==> src/rtl/mux_rr_arbiter.sv <==
// Round-robin arbiter sharing a 4:1 single-bit mux between four requesters.
// Produces a registered one-hot grant and mux select, and a registered copy
// of the selected data bit. A busy owner is rotated out after MAX_HOLD
// consecutive grant cycles whenever someone else is waiting.
module mux_rr_arbiter #(
  parameter int MAX_HOLD = 4,
  parameter int CNT_W    = 3
) (
  input  logic       clk,
  input  logic       rst_n,
  input  logic [3:0] req,
  input  logic [3:0] I,
  output logic [3:0] gnt,
  output logic [1:0] s,
  output logic       Y,
  output logic       valid
);

  typedef enum logic {ST_IDLE = 1'b0, ST_GRANT = 1'b1} state_t;

  localparam logic [CNT_W-1:0] MAX_HOLD_C = CNT_W'(MAX_HOLD);
  localparam logic [CNT_W-1:0] ONE_C      = CNT_W'(1);

  state_t           r_state;
  logic [1:0]       r_ptr;
  logic [CNT_W-1:0] r_hold_cnt;
  logic [3:0]       r_gnt;
  logic [1:0]       r_s;
  logic             r_y;
  logic             r_valid;

  state_t           w_state_next;
  logic [1:0]       w_ptr_next;
  logic [CNT_W-1:0] w_hold_next;
  logic [3:0]       w_gnt_next;
  logic [1:0]       w_s_next;
  logic             w_y_next;
  logic             w_valid_next;

  logic [1:0]       w_owner_nxt;
  logic [2:0]       w_pick_ptr;
  logic [2:0]       w_pick_nxt;
  logic [3:0]       w_others;

  // First set request at or after 'start' (mod 4); returns {found, index}.
  function automatic logic [2:0] rr_search(input logic [3:0] r, input logic [1:0] start);
    logic [2:0] res;
    logic [1:0] idx;
    res = 3'b000;
    // Walk offsets from farthest to nearest so the nearest set request wins.
    for (int off = 3; off >= 0; off--) begin
      idx = start + 2'(off);
      if (r[idx]) res = {1'b1, idx};
    end
    return res;
  endfunction

  assign w_owner_nxt = r_s + 2'd1;
  assign w_pick_ptr  = rr_search(req, r_ptr);
  assign w_pick_nxt  = rr_search(req, w_owner_nxt);
  // While granting, r_gnt is onehot(owner), so this masks the owner out.
  assign w_others    = req & ~r_gnt;

  // State register: all arbiter and datapath state, synchronous active-low reset.
  always_ff @(posedge clk) begin
    if (!rst_n) begin
      r_state    <= ST_IDLE;
      r_ptr      <= 2'd0;
      r_hold_cnt <= '0;
      r_gnt      <= 4'b0000;
      r_s        <= 2'd0;
      r_y        <= 1'b0;
      r_valid    <= 1'b0;
    end else begin
      r_state    <= w_state_next;
      r_ptr      <= w_ptr_next;
      r_hold_cnt <= w_hold_next;
      r_gnt      <= w_gnt_next;
      r_s        <= w_s_next;
      r_y        <= w_y_next;
      r_valid    <= w_valid_next;
    end
  end

  // Next-state logic: pick a new owner, rotate on release or hold expiry.
  always_comb begin
    w_state_next = r_state;
    w_ptr_next   = r_ptr;
    w_hold_next  = r_hold_cnt;
    w_gnt_next   = r_gnt;
    w_s_next     = r_s;
    case (r_state)
      ST_IDLE: begin
        if (w_pick_ptr[2]) begin
          w_gnt_next   = 4'b0001 << w_pick_ptr[1:0];
          w_s_next     = w_pick_ptr[1:0];
          w_hold_next  = ONE_C;
          w_state_next = ST_GRANT;
        end else begin
          w_gnt_next = 4'b0000;
        end
      end
      ST_GRANT: begin
        if (!req[r_s]) begin
          // Owner released: hand straight over to the next waiter, if any.
          w_ptr_next = w_owner_nxt;
          if (w_pick_nxt[2]) begin
            w_gnt_next  = 4'b0001 << w_pick_nxt[1:0];
            w_s_next    = w_pick_nxt[1:0];
            w_hold_next = ONE_C;
          end else begin
            w_gnt_next   = 4'b0000;
            w_hold_next  = '0;
            w_state_next = ST_IDLE;
          end
        end else if ((r_hold_cnt == MAX_HOLD_C) && (|w_others)) begin
          // Hold budget spent and someone is waiting: force rotation.
          w_ptr_next  = w_owner_nxt;
          w_gnt_next  = 4'b0001 << w_pick_nxt[1:0];
          w_s_next    = w_pick_nxt[1:0];
          w_hold_next = ONE_C;
        end else if (r_hold_cnt < MAX_HOLD_C) begin
          w_hold_next = r_hold_cnt + ONE_C;
        end
      end
      default: begin
        w_state_next = ST_IDLE;
        w_gnt_next   = 4'b0000;
      end
    endcase
  end

  // Output logic: datapath stage lags the grant by one cycle.
  always_comb begin
    w_y_next     = 1'b0;
    w_valid_next = |r_gnt;
    if (|r_gnt) w_y_next = I[r_s];
  end

  assign gnt   = r_gnt;
  assign s     = r_s;
  assign Y     = r_y;
  assign valid = r_valid;

endmodule
==> config.mk <==
export PLATFORM = sky130hd
export DESIGN_NAME = mux_rr_arbiter
export DESIGN_NICKNAME = d
export VERILOG_FILES = /design/src/rtl/mux_rr_arbiter.sv
export SDC_FILE = /design/constraint.sdc
export NUM_CORES = 1
export LEC_CHECK = 0
export CORE_UTILIZATION = 51
export DETAILED_ROUTE_END_ITERATION = 12
export MAX_ROUTING_LAYER = met4
export PLACE_DENSITY_LB_ADDON = 0.2
export SLEW_MARGIN = 20
export SYNTH_ARGS = -nofsm -noshare
export SYNTH_HDL_FRONTEND = slang
export SYNTH_SLANG_ARGS = --single-unit
==> constraint.sdc <==
create_clock -name clk -period 1.81 [get_ports clk]
set_clock_uncertainty 0.05 [all_clocks]
set_input_delay 0.181 -clock clk [delete_from_list [all_inputs] [get_ports clk]]
set_output_delay 0.181 -clock clk [all_outputs]
set_load 0.01 [all_outputs]
==> reports/metrics.yaml <==
p_comb_frac: 0.414
endpoint_kind: "register"
die_y_um: 46.9
htreeDepth: 1
via_count: 996
ys_seq_area_frac: 0.273
p_per_area_nw_per_um2: 800
layout_setup_ws_ns: 0.0576
slew_headroom: 0.688
die_x_um: 46.9
finalPower_mw: 1.08
netlist_instances: 111
pwr-share-clk: 0.217
final_antenna_net_count: 0
final_cell_mix: "buf_4, clkdlybuf4s50_1, dfxtp_1"
finalHoldViolCount: 0
gp_congestion: 0.961
antenna_found_initial: 0
preCtsSetupSlack_ns: -0.279
post_cts_buffers: 0
rows: 15
start_util: 0.569
clock_sinks: 14
layout-drive-gt1-share: 0.287
p_sw_frac: 0.333
grt_pass1_vias: 934
drtIter0Drc: 29
syn_nets: 123
power.switching_mw: 0.360
area_growth_syn_to_layout_pct: 31.6
avgRoutedWirePerCell_um: 15.8
worstPathRequired_ns: 1.97
crit_path_start_kind: "input pin"
clk-insertion-delay-late_ns: 0.29
syn_avg_cell_area_um2: 9.24
grt_pass1_wl_um: 4110
worstMarginPinSlew_ns: 0.463
status: "finished clean"
drt_wl_total_um: 2660
hpwl_um: 2060
placed_area_um2: 1290
dpl.cell_count: 164
grt_max_degree: 11
fin_crit_ns: 1.75
die_area_um2: 2190
min_path_type: "reg2reg"
syn_area_um2: 1030
critical_path_buf_inv_count: 3
ys_warn_count: 0
synth-seq-cells: 14
power_leakage_nw: 0.568
whs_ns: 0.441
ys_types: 46
overflow: 0
drcViolationCount: 0
path_max_fanout: 8
finalSetupViolations: 0
final_cells: 168
fmax_ghz: 0.571
fin_area_um2: 1350
first_pass_iters: 4
core_area_um2: 1800
cap_violations: 0
layout_commonest_cell: "buf_4"
pwr-share-seq: 0.370
period_share: 0.968
p_int_mw: 0.720
via_per_inst: 5.93
port_buffers: 17
fin_nets: 156
ir_drop_mv: 0.632
critPathMaxStageDelay_ns: 0.42
crit_slowest_cell: "clkdlybuf4s50_1"
critPathTopFamily: "compound AO/OA/AOI/OAI gates"
crit_arrival_ns: 1.91
path_clk_slew_ns: 0.09
grt_use_total: 0.285
cts_buffers: 3
crit_path_cell_trace: "clkdlybuf4s50_1 -> buf_4 -> buf_4 -> nand2b_1 -> a21boi_0 -> o21ai_0 -> mux2i_1 -> a311oi_2"
n_antenna_cell: 0
crit_type: "in2reg"
path_common_cell: "buf_4"
drv_slew: 0
top_level_ports: 18
ctsLongestPathBuffers: 2
cts_tree: "built"
cts_root_buffer: "clkbuf_4"
-- final timing paths --
path | end | slack (ns) | cells after the start | from
worst max-delay path | s[0] | 0.06 | 8 | req[2]
worst min-delay path | r_hold_cnt[1] | 0.44 | 2 | r_hold_cnt[1]
worst max register to register | gnt[3] | 0.08 | 7 | s[1]
worst min register to register | r_hold_cnt[1] | 0.44 | 2 | r_hold_cnt[1]
-- synth_stat cells (all sizes together) --
cell	number	area, um^2
dfxtp	14	280
buf	9	95.1
nand2b	9	56.3
o21ai	8	43.8
inv	7	26.3
nor2	7	26.3
a21oi	6	30.0
mux2i	5	50.1
nand2	5	18.8
a311oi	3	45.0
and2	3	20.0
nor2b	3	26.3
a211oi	2	15.0
a21boi	2	15.0
a22oi	2	15.0
ha	2	25.0
o211a	2	20.0
o221ai	2	17.5
o22a	2	27.5
o31ai	2	25.0
a211o	1	8.76
a2bb2oi	1	8.76
a41oi	1	8.76
and2b	1	7.51
and3	1	6.26
mux2	1	15.0
mux4	1	22.5
nand3b	1	7.51
nor3	1	5.00
nor4	1	6.26
nor4b	1	8.76
o21a	1	7.51
o311ai	1	8.76
or2	1	6.26
or4	1	11.3
xor2	1	8.76
-- through the flow --
step	setup TNS (ns)	utilization
2_1_floorplan	0	-
3_3_place_gp	-2.02	0.719
3_5_place_dp	-2.32	0.719
4_1_cts	0	0.739
5_1_grt	-0.000502	0.749
6_report	0	0.749
-- timing repair --
item / 4_1_cts / 5_1_grt
gates resized for setup: 0 / 4
endpoints found under the setup margin: 0 / 9
hold buffers: 0 / 0
-- kinds of logic (layout without fill, tap and decap cells) --
group                      Yosys count  after routing  synth area share
adders and majority gates            2              2            0.0244
AOI/OAI and AO/OA                   36             36             0.289
muxes                                7              7            0.0854
xor gates and xnor gates             1              1           0.00854
and+or+nand+nor                     35             35             0.201
DFF                                 14             14             0.273
buffers and inverters               16             48             0.118
-- state kept, by name, indices dropped and copies added, names as in the netlist --
| signal | flops |
|---|---|
| gnt | 4 |
| s | 2 |
| Y | 1 |
| r_state | 1 |
| valid | 1 |
| r_hold_cnt | 3 |
| r_ptr | 2 |
-- routing by layer --
metal	global-route usage	up-vias	routed length, um
met1	0.346	463	1130
met5	-	-	0
li1	-	466	-
met2	0.458	57	1280
met3	0.0500	10	184
met4	0.131	0	61
-- area by class of cell --
type                       count  area (um^2)
tap                           25         31.3
fill                         144          452
multi-input combinational     81          642
inverter                       7         26.3
clock buffer                   4         36.3
sequential                    14          282
timing repair buffer          37          333
-- tightest hold or removal path: stages, from the launching register on --
cell and delay, ns:
dfxtp_1 0.34, nand2_1 0.06, mux2i_1 0.05
-- power groups by stage --
| stage | sequential, mW | combinational (mW) | clock (mW) |
|---|---|---|---|
| after floorplan | 0.396 | 0.265 | 0 |
| after global placement | 0.400 | 0.422 | 0 |
| after detailed placement | 0.402 | 0.431 | 0 |
| after CTS | 0.397 | 0.434 | 0.234 |
| after global routing | 0.404 | 0.480 | 0.248 |
| final | 0.399 | 0.447 | 0.234 |
Note: power is estimated with default switching activity, not from simulation.
